--- config.mk ---
export PLATFORM = sky130hd
export DESIGN_NAME = nonce_sched
export DESIGN_NICKNAME = d
export VERILOG_FILES = /design/src/rtl/nonce_sched.sv
export SDC_FILE = /design/constraint.sdc
export NUM_CORES = 2
export LEC_CHECK = 0
export ABC_CLOCK_PERIOD_IN_PS = 38300
export BUFFER_PORTS_ARGS = -buffer_cell sky130_fd_sc_hd__clkbuf_2
export CELL_PAD_IN_SITES_DETAIL_PLACEMENT = 0
export CELL_PAD_IN_SITES_GLOBAL_PLACEMENT = 1
export CORE_AREA = 5 5 754 756
export CTS_CLUSTER_DIAMETER = 100
export CTS_CLUSTER_SIZE = 14
export DETAILED_ROUTE_END_ITERATION = 7
export DIE_AREA = 0 0 759 761
export PLACE_DENSITY = 0.3
export SLEW_MARGIN = 40
export SYNTH_ARGS = -nofsm -noshare
export SYNTH_HDL_FRONTEND = slang
export SYNTH_SLANG_ARGS = --single-unit
export TNS_END_PERCENT = 100
--- constraint.sdc ---
create_clock -name clk -period 38.3 [get_ports clk]
set_input_delay 1.915 -clock clk [delete_from_list [all_inputs] [get_ports clk]]
set_output_delay 1.915 -clock clk [all_outputs]
set_load 0.02 [all_outputs]
--- src/rtl/nonce_sched.sv ---
// nonce_sched: issues nonces into the SHA-256d pipeline, tracks in-flight work, checks difficulty.
// Optional NONCE_SCHED_STATS_EN adds the hash_cnt result counter port.
`ifndef WORD_S
`define WORD_S [31:0]
`endif
`ifndef H_SIZE
`define H_SIZE 256
`endif
`ifndef WARR_S
`define WARR_S [511:0]
`endif
`ifndef DELAY
`define DELAY 1
`endif

module nonce_sched #(
  parameter int ISSUE_GAP    = `DELAY,
  parameter int MAX_INFLIGHT = 8,
  parameter int ZERO_BITS    = 32
) (
  input  logic               clk,
  input  logic               reset,
  input  logic               start,
  input  logic               abort,
  input  logic `WORD_S       nonce_first,
  input  logic `WORD_S       nonce_last,
  input  logic `WARR_S       W_cfg,
  input  logic [`H_SIZE-1:0] H_cfg,
  output logic               pipe_en,
  output logic `WORD_S       pipe_nonce,
  output logic `WARR_S       pipe_W,
  output logic [`H_SIZE-1:0] pipe_H,
  input  logic               res_valid,
  input  logic [`H_SIZE-1:0] res_hash,
  input  logic `WORD_S       res_nonce,
  output logic               busy,
  output logic               done,
  output logic               found,
  output logic `WORD_S       golden_nonce,
  output logic               aborted
`ifdef NONCE_SCHED_STATS_EN
  ,
  output logic `WORD_S       hash_cnt
`endif
);

  localparam int GW = (ISSUE_GAP > 1) ? $clog2(ISSUE_GAP) : 1;
  localparam int IW = $clog2(MAX_INFLIGHT + 1);
  localparam logic [GW-1:0] GAP_RLD = GW'(ISSUE_GAP - 1);
  localparam logic [IW-1:0] MAX_I = IW'(MAX_INFLIGHT);

  typedef enum logic [1:0] {
    IDLE,
    RUN,
    DRAIN,
    DONE
  } state_t;

  state_t state;
  state_t state_nxt;

  logic `WORD_S  nonce;
  logic `WORD_S  last;
  logic [GW-1:0] gap;
  logic [IW-1:0] inflight;
  logic          take;
  logic          issue;
  logic          accept;
  logic          hit;
  logic          last_issue;

  assign busy       = (state == RUN) || (state == DRAIN);
  assign take       = start && ((state == IDLE) || (state == DONE));
  assign issue      = (state == RUN) && (gap == '0) && (inflight < MAX_I);
  assign accept     = res_valid && busy && (inflight != '0);
  assign hit        = accept && !found &&
                      (res_hash[`H_SIZE-1 -: ZERO_BITS] == '0);
  assign last_issue = issue && (nonce == last);
  assign pipe_en    = issue;
  assign pipe_nonce = nonce;

  // Only the leading ZERO_BITS of the hash matter for the difficulty test.
  if (ZERO_BITS < `H_SIZE) begin : g_low
    logic unused_low;
    assign unused_low = ^res_hash[`H_SIZE-ZERO_BITS-1:0];
  end

  always_ff @(posedge clk or posedge reset) begin
    if (reset) state <= IDLE;
    else       state <= state_nxt;
  end

  always_comb begin
    state_nxt = state;
    unique case (state)
      IDLE, DONE: if (take) state_nxt = RUN;
      RUN:        if (last_issue || hit || abort) state_nxt = DRAIN;
      DRAIN:      if (inflight == '0) state_nxt = DONE;
      default:    state_nxt = IDLE;
    endcase
  end

  always_ff @(posedge clk or posedge reset) begin
    if (reset) begin
      nonce        <= '0;
      last         <= '0;
      gap          <= '0;
      pipe_W       <= '0;
      pipe_H       <= '0;
      found        <= 1'b0;
      golden_nonce <= '0;
      aborted      <= 1'b0;
      done         <= 1'b0;
    end else begin
      done <= (state == DRAIN) && (state_nxt == DONE);
      if (take) begin
        nonce        <= nonce_first;
        last         <= nonce_last;
        gap          <= '0;
        pipe_W       <= W_cfg;
        pipe_H       <= H_cfg;
        found        <= 1'b0;
        golden_nonce <= '0;
        aborted      <= 1'b0;
      end else begin
        if (issue) begin
          nonce <= nonce + 32'd1;
          gap   <= GAP_RLD;
        end else if (gap != '0) begin
          gap <= gap - GW'(1);
        end
        if (hit) begin
          found        <= 1'b1;
          golden_nonce <= res_nonce;
        end
        if (abort && busy) aborted <= 1'b1;
      end
    end
  end

  always_ff @(posedge clk or posedge reset) begin
    if (reset)                 inflight <= '0;
    else if (issue && !accept) inflight <= inflight + IW'(1);
    else if (!issue && accept) inflight <= inflight - IW'(1);
  end

`ifdef NONCE_SCHED_STATS_EN
  always_ff @(posedge clk or posedge reset) begin
    if (reset)                           hash_cnt <= '0;
    else if (take)                       hash_cnt <= '0;
    else if (accept && hash_cnt != '1)   hash_cnt <= hash_cnt + 32'd1;
  end
`endif

endmodule

==> results.toml <==
[critical_path]
crit_arrival_ns = 2.68
category_of_the_worst_setup_path_launch_point = "flip-flop"
crit_required_ns = 36.38
worstSetupEndpointType = "primary output"
critPathSlowestCell = "sky130_fd_sc_hd__nor2b_1"
flop2flop_setup_slack_ns = 34.12
timing.critical_path.fanout_max = 6
timing.rr.start = "state[0]"
regToRegEndpoint = "pipe_W[443]"
worstRegToRegCells = 9
critical_path.max_stage_delay_ns = 0.74
crit_chain = "inv_1, ha_1, nor2b_1, clkbuf_2"
criticalPathCategory = "flip-flop to primary output"

[sta]
worstMarginPinSlew_ns = 0.894
rsz0062_at_grt = "no"
final_period_minus_worst_setup_slack_ns = 4.60
min_period_over_period_pct = 12.0
setup_total_negative_slack_ns = 0
fmax_mhz = 218
worst_slack_ns = 33.70
clock-skew-final_ns = 0.136
finalHoldViolations = 0
timing.max_slew.rel_slack_pct = 40.4
report.final.setup_viol = 0
final-max-slew-violation-count = 0

[die]
die_area_um2 = 578000
die_w_um = 759
core_region_area_um2 = 560000
std_cell_rows = 275
starting_density_of_the_core_pct = 6.03
die_height_um = 761
io-pin-count = 1962

[global_route]
grt_pass1_vias = 36341
grt_pass1_wl_mm = 456
overflow = 0
antenna_found_initial = 253
maximum_number_of_pins_on_one_net_before_global_route_repair = 149
gr-usage-all-layers_pct = 12.3

[cts]
cts_post_setup_buffers_inserted = 0
worst_skew_pair.late_latency_ns = 0.95
clock_tree_from_tritoncts = "yes"
clk_transition_reported_paths_ns = 0.06
post_cts.resized_instances = 0
numCtsBuffers = 117
tritoncts_num_sinks = 873
cts_hold_buf = 0
htree_num_levels = 3
root_buffer = "sky130_fd_sc_hd__clkbuf_16"
ctsLongestPathBuffers = 4

[hold_path]
hold_depth = 2
class_of_the_tightest_hold_or_removal_check = "flip-flop to flip-flop"
hold_end = "pipe_W[262]"
hold_path.startpoint = "pipe_W[262]"

[pwr]
irDropWorstVdd_uv = 42.9
power_density_nw_per_um2 = 99.4
leakagePower_uw = 0.0279

[drt]
finalWirelength_mm = 367
drt_pass1_iterations = 7
first_iter_violations = 1805
avgViaCountPerCell = 2.62
drt-wirelength-per-cell_um = 28.0
routed-via-count = 34388
detail_route.drc_violations = 0
postRouteAntennaNets = 0

[synthesis]
syn-cell-area_um2 = 33800
synth-warning-count = 0
cell_variety_after_synth = 42
postSynthRegisterBits = 873
yosysSeqAreaShare_pct = 64.6
synthesis.area_per_instance_um2 = 8.83
post_synth_inst_count = 3828
syn-num-nets = 4960

[flow_run]
cap_violations = 0

[place]
detailedPlace.worstSlack_ns = 32.46
dp_cells = 12891
buffer_ports.inserted = 1737
hpwl_mm = 314
gp_routability_congestion = 0.968

[cells_and_area]
fin_nets = 6666
syn_to_final_growth_pct = 64.2
post_route_cells_drive_above_1_share_pct = 35.5
finish.cell_count_without_fillers = 13121

[outcome]
result_of_the_run = "finished clean"
## kinds of logic after synthesis
family | Yosys count | share of synthesized area, %
multiplexers | 2 | 0.0629
AND/OR/NAND/NOR | 2592 | 29.5
flip-flops | 873 | 64.6
adder cells (fa/ha/maj) | 7 | 0.281
XOR/XNOR | 67 | 1.74
AO/OA/AOI/OAI | 73 | 1.11
buffers and inverters | 214 | 2.70
## flip-flops by register name, indices dropped and copies added (netlist names)
| signal | cells |
|---|---|
| aborted | 1 |
| done | 1 |
| found | 1 |
| golden_nonce | 32 |
| inflight | 4 |
| last | 32 |
| pipe_H | 256 |
| pipe_W | 512 |
| pipe_nonce | 32 |
| state | 2 |
## layout by cell type, fill, tap and decap left out, drive strengths merged, types with 2 or more instances in the layout
| master | n |
|---|---|
| a21oi | 2 |
| clkinvlp | 6 |
| inv | 37 |
| o21ai | 67 |
| xor2 | 10 |
| nand2 | 2510 |
| clkbuf | 1869 |
| nor2b | 2 |
| dfrtp | 873 |
| diode | 26 |
| nor3 | 13 |
| clkinv | 35 |
| and3 | 3 |
| buf | 50 |
| nand3 | 11 |
| nor2 | 13 |
| xnor2 | 57 |
| and4 | 6 |
| nand4 | 13 |
| bufinv | 5 |
| ha | 6 |
| nor4 | 14 |
## worst max-delay path by stage
stage,from,end,slack (ns),cells past startpoint
floorplan,reset,aborted,11.85,1
finish,state[1],pipe_en,33.70,4
detailed placement,start,pipe_W[443],32.46,8
CTS,start,pipe_W[443],33.57,8
global placement,reset,pipe_W[122],32.15,6
global route,reset,pipe_W[100],33.51,7
## synthesized netlist by cell type, drive strengths merged
master	number	area share (%)
mux2	1	0.033
and2	1	0.019
o21ai	67	0.99
nor2	13	0.14
and4	6	0.16
nand4	13	0.32
o31ai	1	0.022
nand3	11	0.18
and3	3	0.056
or4	1	0.033
mux2i	1	0.030
ha	6	0.22
a221o	1	0.030
or3	1	0.019
fa	1	0.059
and4b	1	0.030
xnor2	57	1.5
nor3b	1	0.022
nor2b	2	0.037
a21o	1	0.022
and3b	1	0.026
xor2	10	0.26
a21oi	2	0.030
buf	84	1.3
nor3	13	0.22
dfrtp	873	65
nor4	14	0.32
nand2	2510	28
inv	14	0.16
or2	1	0.019
clkbuf	116	1.3
o22ai	1	0.019
## final cells by class
cell class                 count  area (um^2)
clock inverter                69          786
sequential                   873        21800
multi-input combinational   2741        11100
tap                         7479         9360
clock buffer                 132         3060
inverter                      14         60.1
fill                       65587       505000
timing repair buffer        1787         9280
antenna                       26         65.1
## layer usage
| metal | global-route usage (%) | routed length (um) |
|---|---|---|
| met5 | 0 | 1090 |
| met3 | 7.65 | 49300 |
| met1 | 12.9 | 134000 |
| met4 | 2.37 | 8140 |
| met2 | 20.9 | 175000 |
## critical path: cells and delay by family, from the launching register on
kind	cells	cell delay, ns
AND/OR/NAND/NOR	1	0.74
flip-flops	1	0.40
buffers and inverters	2	0.39
adder cells (fa/ha/maj)	1	0.33
## power breakdown
group	leakage, uW	switching (uW)	internal [uW]
Clock	0.00188	558	622
Combinational	0.0152	2060	610
Sequential	0.0109	314	1360
Total	0.0279	2930	2590
## metrics by stage
stage | util [%] | hold slack, ns | total power (uW) | area, um^2
5_1_grt | 9.90 | 0.486 | 5960 | 55500
3_3_place_gp | 9.17 | 0.460 | 4530 | 51400
2_1_floorplan | - | 0.466 | 2870 | 33800
4_1_cts | 9.88 | 0.478 | 5790 | 55400
6_report | 9.91 | 0.475 | 5520 | 55500
3_5_place_dp | 9.20 | 0.461 | 4520 | 51500
No activity file was read; power rests on OpenSTA's default activity.
